`src/rtl/multi_input_conditioner_pkg.sv`:
```
`default_nettype none
// =====================================================================
// multi_input_conditioner_pkg : shared types/helpers for the conditioner
// Rev 1.0
// =====================================================================
package multi_input_conditioner_pkg;

  typedef enum logic [1:0] {
    EDGE_NONE = 2'd0,
    EDGE_RISE = 2'd1,
    EDGE_FALL = 2'd2
  } edge_e;

  // Debounce counter width: must hold values 0..WAITTIME.
  function automatic int calc_cw(input int waittime);
    return (waittime < 1) ? 1 : $clog2(waittime + 1);
  endfunction

endpackage
`default_nettype wire

```
`src/rtl/multi_input_conditioner_chan.sv`:
```
`default_nettype none
// =====================================================================
// input_conditioner_chan : one channel - synchroniser, debounce, edges
// Optional sticky flags under MULTI_INPUT_CONDITIONER_STICKY_EN. Rev 1.0
// =====================================================================
module input_conditioner_chan
  import multi_input_conditioner_pkg::*;
#(
  parameter int SYNCSTAGES = 2,
  parameter int WAITTIME   = 3,
  parameter bit RESETVAL   = 1'b0
) (
  input  logic clk_i,
  input  logic rst_ni,
  input  logic noisy_i,
  input  logic stickyclear_i,
  output logic conditioned_o,
  output logic pos_pulse_o,
  output logic neg_pulse_o,
  output logic stickyrise_o,
  output logic stickyfall_o
);

  localparam int            CW       = calc_cw(WAITTIME);
  localparam logic [CW-1:0] CNT_LAST = CW'(WAITTIME - 1);

  logic [SYNCSTAGES-1:0] sync_q;
  logic [CW-1:0]         cnt_q, cnt_d;
  logic                  cond_q, cond_d;
  edge_e                 edge_q, edge_d;
  logic                  s;

  assign s = sync_q[SYNCSTAGES-1];

  // Any sample agreeing with the current level discards accumulated progress.
  always_comb begin
    cnt_d  = '0;
    cond_d = cond_q;
    edge_d = EDGE_NONE;
    if (s != cond_q) begin
      if (cnt_q == CNT_LAST) begin
        cond_d = s;
        edge_d = s ? EDGE_RISE : EDGE_FALL;
      end else begin
        cnt_d = cnt_q + CW'(1);
      end
    end
  end

  always_ff @(posedge clk_i or negedge rst_ni) begin
    if (!rst_ni) begin
      sync_q <= {SYNCSTAGES{RESETVAL}};
      cnt_q  <= '0;
      cond_q <= RESETVAL;
      edge_q <= EDGE_NONE;
    end else begin
      sync_q <= {sync_q[SYNCSTAGES-2:0], noisy_i};
      cnt_q  <= cnt_d;
      cond_q <= cond_d;
      edge_q <= edge_d;
    end
  end

  assign conditioned_o = cond_q;
  assign pos_pulse_o   = (edge_q == EDGE_RISE);
  assign neg_pulse_o   = (edge_q == EDGE_FALL);

`ifdef MULTI_INPUT_CONDITIONER_STICKY_EN
  logic srise_q, sfall_q;

  // A pulse arriving on the clearing edge still sets the flag.
  always_ff @(posedge clk_i or negedge rst_ni) begin
    if (!rst_ni) begin
      srise_q <= 1'b0;
      sfall_q <= 1'b0;
    end else begin
      srise_q <= (srise_q & ~stickyclear_i) | pos_pulse_o;
      sfall_q <= (sfall_q & ~stickyclear_i) | neg_pulse_o;
    end
  end

  assign stickyrise_o = srise_q;
  assign stickyfall_o = sfall_q;
`else
  logic unused_stickyclear;
  assign unused_stickyclear = stickyclear_i;
  assign stickyrise_o       = 1'b0;
  assign stickyfall_o       = 1'b0;
`endif

endmodule
`default_nettype wire

```
`src/rtl/multi_input_conditioner.sv`:
```
`default_nettype none
// =====================================================================
// multi_input_conditioner : N-channel sync/debounce/edge-pulse front end
// Optional sticky flags under MULTI_INPUT_CONDITIONER_STICKY_EN. Rev 1.0
// =====================================================================
module multi_input_conditioner
  import multi_input_conditioner_pkg::*;
#(
  parameter int NCHAN      = 4,
  parameter int SYNCSTAGES = 2,
  parameter int WAITTIME   = 3,
  parameter bit RESETVAL   = 1'b0
) (
  input  logic             clk,
  input  logic             resetn,
  input  logic [NCHAN-1:0] noisysignal,
  output logic [NCHAN-1:0] conditioned,
  output logic [NCHAN-1:0] positiveedge,
  output logic [NCHAN-1:0] negativeedge,
  output logic             anychange,
  output logic [NCHAN-1:0] stickyrise,
  output logic [NCHAN-1:0] stickyfall,
  input  logic [NCHAN-1:0] stickyclear
);

  logic anychange_q;

  for (genvar i = 0; i < NCHAN; i++) begin : g_chan
    input_conditioner_chan #(
      .SYNCSTAGES (SYNCSTAGES),
      .WAITTIME   (WAITTIME),
      .RESETVAL   (RESETVAL)
    ) u_chan (
      .clk_i         (clk),
      .rst_ni        (resetn),
      .noisy_i       (noisysignal[i]),
      .stickyclear_i (stickyclear[i]),
      .conditioned_o (conditioned[i]),
      .pos_pulse_o   (positiveedge[i]),
      .neg_pulse_o   (negativeedge[i]),
      .stickyrise_o  (stickyrise[i]),
      .stickyfall_o  (stickyfall[i])
    );
  end

  always_ff @(posedge clk or negedge resetn) begin
    if (!resetn) anychange_q <= 1'b0;
    else         anychange_q <= |(positiveedge | negativeedge);
  end

  assign anychange = anychange_q;

endmodule
`default_nettype wire

```
`config.mk`:
```
export PLATFORM = sky130hd
export DESIGN_NAME = multi_input_conditioner
export DESIGN_NICKNAME = d
export VERILOG_FILES = /design/src/rtl/multi_input_conditioner_pkg.sv /design/src/rtl/multi_input_conditioner_chan.sv /design/src/rtl/multi_input_conditioner.sv
export SDC_FILE = /design/constraint.sdc
export NUM_CORES = 1
export LEC_CHECK = 0
export BUFFER_PORTS_ARGS = -buffer_cell sky130_fd_sc_hd__buf_2
export CAP_MARGIN = 0
export CORE_ASPECT_RATIO = 1.4
export CORE_MARGIN = 4
export CORE_UTILIZATION = 50
export DETAILED_ROUTE_END_ITERATION = 12
export PLACE_DENSITY = 0.75
export RECOVER_POWER = 25
export SYNTH_ARGS = -nofsm -noshare
export SYNTH_HDL_FRONTEND = slang
export SYNTH_SLANG_ARGS = --single-unit
```
`constraint.sdc`:
```
create_clock -name clk -period 1.1 [get_ports clk]
set_clock_uncertainty 0.05 [all_clocks]
set_input_delay 0.22 -clock clk [delete_from_list [all_inputs] [get_ports clk]]
set_output_delay 0.22 -clock clk [all_outputs]
set_load 0.02 [all_outputs]
```
==> results of run 1 <==
cell usage after synthesis (all sizes together):
library cell / count / area share (%)
mux2: 4 / 3.8
inv: 8 / 2.4
dfrtp: 29 / 57
xnor2: 4 / 2.8
ha: 8 / 7.9
nor3: 4 / 1.6
nand4: 1 / 0.49
nor3b: 6 / 3.5
conb: 1 / 0.29
nand2b: 1 / 1.1
nor2b: 3 / 3.2
and3b: 6 / 4.1
buf: 20 / 12
logic make-up (layout without fill, tap and decap cells):
family | Yosys count | in the layout | synth area share, %
buf+inv | 28 | 44 | 14.2
xor+xnor | 4 | 4 | 2.75
mux | 4 | 4 | 3.83
flops | 29 | 29 | 57.0
fa+ha+maj | 8 | 8 | 7.87
other cells | 1 | 8 | 0.295
simple gates | 21 | 21 | 14.1
through the flow:
stage                     hold slack, ns  setup TNS, ns  worst slack, ns  power (mW)
after floorplan                   -0.126              0           0.0990        2.36
after global placement             0.180              0           0.0823        2.38
after detailed placement           0.189              0           0.0568        2.45
after CTS                          0.303          -1.92           -0.232        3.38
after global routing               0.308          -2.42           -0.276        3.64
final                              0.301          -1.72           -0.218        3.40
how the worst max path moves through the flow:
| stage | start | to | cells past startpoint |
|---|---|---|---|
| 2_1_floorplan | g_chan[0].u_chan.cnt_q[0] | g_chan[0].u_chan.conditioned_o | 2 |
| 3_3_place_gp | g_chan[3].u_chan.cnt_q[0] | g_chan[3].u_chan.conditioned_o | 2 |
| 3_5_place_dp | g_chan[3].u_chan.cnt_q[1] | g_chan[3].u_chan.conditioned_o | 2 |
| 5_1_grt | g_chan[0].u_chan.edge_q[1] | positiveedge[0] | 3 |
| 6_report | g_chan[2].u_chan.edge_q[0] | negativeedge[2] | 3 |
| 4_1_cts | g_chan[2].u_chan.edge_q[1] | positiveedge[2] | 3 |
per-layer routing:
| layer | vias up | track usage (%) |
|---|---|---|
| met3 | 5 | 5.74 |
| met2 | 25 | 20.9 |
| met5 | - | 0 |
| met1 | 336 | 12.5 |
| li1 | 322 | - |
| met4 | 0 | 7.07 |
final cells by class:
type                    count  area [um2]
well taps                  34        42.5
flip-flops and latches     29         726
fillers                   194         875
inverters                   8        30.0
clock buffers               7        55.1
multi-input cells          45         423
repair buffers             29         267
flip-flops by register name, indices dropped and copies added, names as in the netlist:
signal / count
g_chan.u_chan.conditioned_o: 4
g_chan.u_chan.cnt_q: 8
g_chan.u_chan.sync_q: 8
g_chan.u_chan.edge_q: 8
anychange: 1
report_power, final:
part	internal [mW]	switching (mW)	total, mW
clock network	0.301	0.323	0.624
registers	1.32	0.211	1.53
logic	0.712	0.526	1.24
critical path: stages, from the launching register on:
cell     delay, ns
dfrtp_1       0.40
inv_1         0.06
ha_2          0.16
buf_6         0.11
repair_timing:
item,4_1_cts,5_1_grt
pin swaps,3,0
resized for setup,33,2
buffers inserted,4,1
hold buffers,5,0
hold endpoints to repair,33,0
setup endpoints to repair,13,15
==> metrics.cfg, run 1 <==
[run_status]
run_status = finished with violations
failed_checks = negative setup slack

[sta]
clock.fmax_mhz = 759
fin_crit_ns = 1.32
layout_worst_path_cycle_share_pct = 120
layout_setup_ws_ns = -0.218
setup_violations = 12
finalMaxSlewViolations = 0
rsz0062_at_grt = yes
finalHoldViolations = 0

[detailed_routing]
m1WireLength_um = 594
met3_length_um = 121
post_drt_via_cell_ratio = 4.53
detail_route.drc_violations = 0
routed_wl_um = 1670
drt_iter0_drcs = 7
drt-wirelength-per-cell_um = 11.0
num_vias = 688
drt_pre_antenna_iters = 4
top_layer_used = met4
met2RoutedLength_um = 920
number_of_nets_with_antenna_violations_after_routing = 0

[worst_hold_path]
worstHoldStart = g_chan[3].u_chan.sync_q[0]
min-delay-path-class = register to register
min_delay_worst_endpoint = g_chan[3].u_chan.sync_q[1]
hold_depth = 0

[floorplanning]
die-area_um2 = 3430
floorplan.die.width_um = 50.6
die_h_um = 67.7
num_rows = 21
core-area_um2 = 2420
floorplan.initialDensity_pct = 52.6
floorplan.io_pins = 31

[worst_setup_path]
critical_path_fanout_max = 2
criticalPathCategory = register to output port
regToRegSetupSlack_ns = 0.05
required_ns = 0.83
timing.rr.start = g_chan[0].u_chan.cnt_q[0]
setup.worst_path.end_class = output port
critPathArrivalTime_ns = 1.05
rr_endpoint = g_chan[0].u_chan.conditioned_o
r2r.worst_path.cells = 2
startpoint_class_of_the_critical_path = register

[place]
routabilityCongestion = 0.637
postPlaceCellArea_um2 = 1290
dp_hpwl_um = 1160
dp.cells = 135
io_buffers = 18

[global_routing]
grt_max_degree = 30
grt_pass1_vias = 723
grt_antenna_before_repair = 0
gr-usage-all-layers_pct = 12.4
grt_first_pass_wirelength_um = 3040
total_gr_overflow = 0

[power]
ir_worst_vdd_mv = 1.20
power_density_nw_per_um2 = 2200
static_leakage_nw = 0.743

[clocking]
clkTransAtPathRegs_ns = 0.08
cts.htree.levels = 2
cts_buffers = 5
worst_skew_pair.late_latency_ns = 0.32
tritoncts_clock_tree = yes
clock_tree.buffer_depth = 2
clock-root-buffer = clkbuf_4
cts.sink_count = 29

[cells_and_area]
fin_cells = 152
fin_util_pct = 63.8
layout.cells.most_common_list = dfrtp_1 (29), buf_6 (13), inv_1 (8), conb_1 (8), ha_2 (7)
final_net_count = 136
postLayoutCellArea_um2 = 1540
drive_gt1_share_pct = 39.8
n_antenna_cell = 0
final_common_cell = dfrtp_1
syn_to_final_growth_pct = 21.2

[yosys]
synthesis.yosys.warnings = 0
syn_area_per_cell_um2 = 13.4
synthesized_instance_count = 95
ys_types = 14
ys_ff_latch = 29
syn-cell-area_um2 = 1270
synth_sequential_area_ratio_pct = 57.0

[job]
max_cap_violations = 0

Power figures use the tool's default switching activity.
==> run 2: changes to the inputs <==
CORE_ASPECT_RATIO = default   (was 1.4)
==> run 2 against run 1 <==
The flow still finishes with violations (negative setup slack). Clock-buffer cell count unchanged. Via count fell by 4.9%. Maximum frequency is 0.17% higher. Worst hold slack lost 0.016 ns. Global-route usage shrank 1.0 points. First-iteration DRC count increased by 57%. Total power increased by 2.5%. Non-clock buffer count fell by 1. Register-to-register slack hardly changed. Critical path depth unchanged. Largest cell class unchanged.
==> metrics.cfg, run 2 (same netlist as run 1, synthesis figures left out) <==
[global_routing]
grt_antenna_before_repair = 0  ; unchanged
total_gr_overflow = 0  ; unchanged
grt_first_pass_wirelength_um = 2790  ; -8.4%
use_met2_pct = 18.3  ; -2.6 points
grt_busiest_layer = met2
grtUsageMet3_pct = 4.61  ; -1.1 points
grt_pass1_vias = 656  ; -9.3%
grt.met1_usage_pct = 12.5  ; -0.054 points
grt_max_degree = 18  ; -40%
gr-usage-all-layers_pct = 11.4  ; -1.0 points

[worst_setup_path]
required_ns = 0.83  ; about the same
critPathArrivalTime_ns = 1.05  ; about the same
timing.rr.start = g_chan[0].u_chan.cnt_q[0]
critical_path_fanout_max = 2  ; unchanged
criticalPathCategory = register to output port
critical-path-max-stage-delay_ns = 0.40  ; about the same
regToRegSetupSlack_ns = 0.05  ; about the same
path_depth = 3  ; unchanged
timing.critical_path.buf_inv = 2  ; unchanged
r2r.worst_path.cells = 2  ; unchanged
crit_path_cell_trace = inv_1 > ha_2 > buf_6
startpoint_class_of_the_critical_path = register
cp_top_family = flip-flops
rr_endpoint = g_chan[0].u_chan.conditioned_o
setup.worst_path.end_class = output port
slowest_stage = dfrtp_1

[clocking]
cts.sink_count = 29  ; unchanged
cts.htree.levels = 2  ; unchanged
clock-root-buffer = clkbuf_4
clkTransAtPathRegs_ns = 0.09  ; about the same
clock_tree.buffer_depth = 2  ; unchanged
cts_buffers = 5  ; unchanged
worst_skew_pair.late_latency_ns = 0.31  ; about the same
tritoncts_clock_tree = yes

[cells_and_area]
final_net_count = 135  ; -0.74%
drive_gt1_share_pct = 40.7  ; +0.85 points
n_antenna_cell = 0  ; unchanged
fin_cells = 148  ; -2.6%
fin_util_pct = 63.5  ; -0.31 points
syn_to_final_growth_pct = 22.5
biggestRegsByFlops = g_chan.u_chan.cnt_q x8, g_chan.u_chan.edge_q x8, g_chan.u_chan.sync_q x8
final_common_cell = dfrtp_1
layout.cells.most_common_list = dfrtp_1 (29), buf_6 (13), conb_1 (8), inv_1 (7)

[sta]
clock.fmax_mhz = 760  ; +0.17%
finalHoldViolations = 0  ; unchanged
setup_violations = 12  ; unchanged
setup_tns_ns = -1.74  ; -0.0186 ns
finalMaxSlewViolations = 0  ; unchanged
layout_worst_path_cycle_share_pct = 120  ; -0.20 points
rsz0062_at_grt = yes
fin_crit_ns = 1.32  ; -0.00222 ns
layout_setup_ws_ns = -0.216  ; +0.00222 ns

[place]
detailedPlace.worstSlack_ns = 0.0442  ; -0.0126 ns
dp.cells = 131  ; -3.0%
io_buffers = 18  ; unchanged
dp_hpwl_um = 1160  ; -0.13%
routabilityCongestion = 0.649  ; +1.9%

[detailed_routing]
num_vias = 654  ; -4.9%
routed_wl_um = 1600  ; -4.0%
detail_route.drc_violations = 0  ; unchanged
post_drt_via_cell_ratio = 4.42  ; -2.4%
number_of_nets_with_antenna_violations_after_routing = 0  ; unchanged
drt-wirelength-per-cell_um = 10.8  ; -1.4%
drt_iter0_drcs = 11  ; +4
drt_pre_antenna_iters = 3  ; -1

[power]
static_leakage_nw = 0.757  ; +1.9%
power_density_nw_per_um2 = 2230  ; +1.4%
ir_worst_vdd_mv = 1.50  ; +25%

[floorplanning]
die-area_um2 = 3420  ; -0.34%
floorplan.die.width_um = 58.4  ; +15%
core-area_um2 = 2450  ; +1.6%
die_h_um = 58.4  ; -14%
floorplan.initialDensity_pct = 51.8  ; -0.80 points
num_rows = 18  ; -14%
floorplan.io_pins = 31  ; unchanged

[run_status]
failed_checks = negative setup slack
run_status = finished with violations

[worst_hold_path]
min-delay-path-class = input port to asynchronous set/reset pin

[job]
max_cap_violations = 0  ; unchanged

==> run 2: cell type report <==
cell class                      instances  area, um2
Fill cell                             188        896
Timing Repair Buffer                   28        272
Clock inverter                          1       5.00
Multi-Input combinational cell         45        424
Tap cell                               30       37.5
Sequential cell                        29        726
Clock buffer                            7       65.1
Inverter                                8       30.0
==> run 2: stage by stage <==
step / area (um2) / hold WS [ns] / total power, mW
after floorplan: 1300 / -0.126 / 2.36
after detailed placement: 1300 / 0.0811 / 2.46
after CTS: 1540 / 0.269 / 3.48
after global routing: 1560 / 0.288 / 3.71
final: 1560 / 0.285 / 3.48
after global placement: 1300 / 0.0783 / 2.39
==> run 2: how the worst max path moves through the flow <==
stage	startpoint	end	slack, ns
2_1_floorplan	g_chan[0].u_chan.cnt_q[0]	g_chan[0].u_chan.conditioned_o	0.1
3_3_place_gp	g_chan[0].u_chan.cnt_q[0]	g_chan[0].u_chan.conditioned_o	0.08
3_5_place_dp	g_chan[3].u_chan.cnt_q[0]	g_chan[3].u_chan.conditioned_o	0.04
5_1_grt	g_chan[1].u_chan.edge_q[0]	negativeedge[1]	-0.29
4_1_cts	g_chan[0].u_chan.edge_q[1]	positiveedge[0]	-0.24
6_report	g_chan[1].u_chan.edge_q[0]	negativeedge[1]	-0.22
==> run 2: per-layer routing <==
metal,share of wire (%),routed length (um)
met1,39,616
met4,1.5,24
met2,53,850
met5,0,0
met3,6.8,109
==> run 2: timing repair <==
| action | CTS | global route |
|---|---|---|
| endpoints found under the setup margin | 13 | 14 |
| buffers inserted | 4 | 0 |
| pin swaps | 2 | 0 |
| hold endpoints to repair | 16 | 0 |
| hold buffers | 5 | 0 |
| resized for setup | 32 | 4 |
==> run 2: where the power goes <==
part | switching, mW | internal (mW)
combinational | 0.518 | 0.714
sequential | 0.211 | 1.32
clock | 0.345 | 0.370
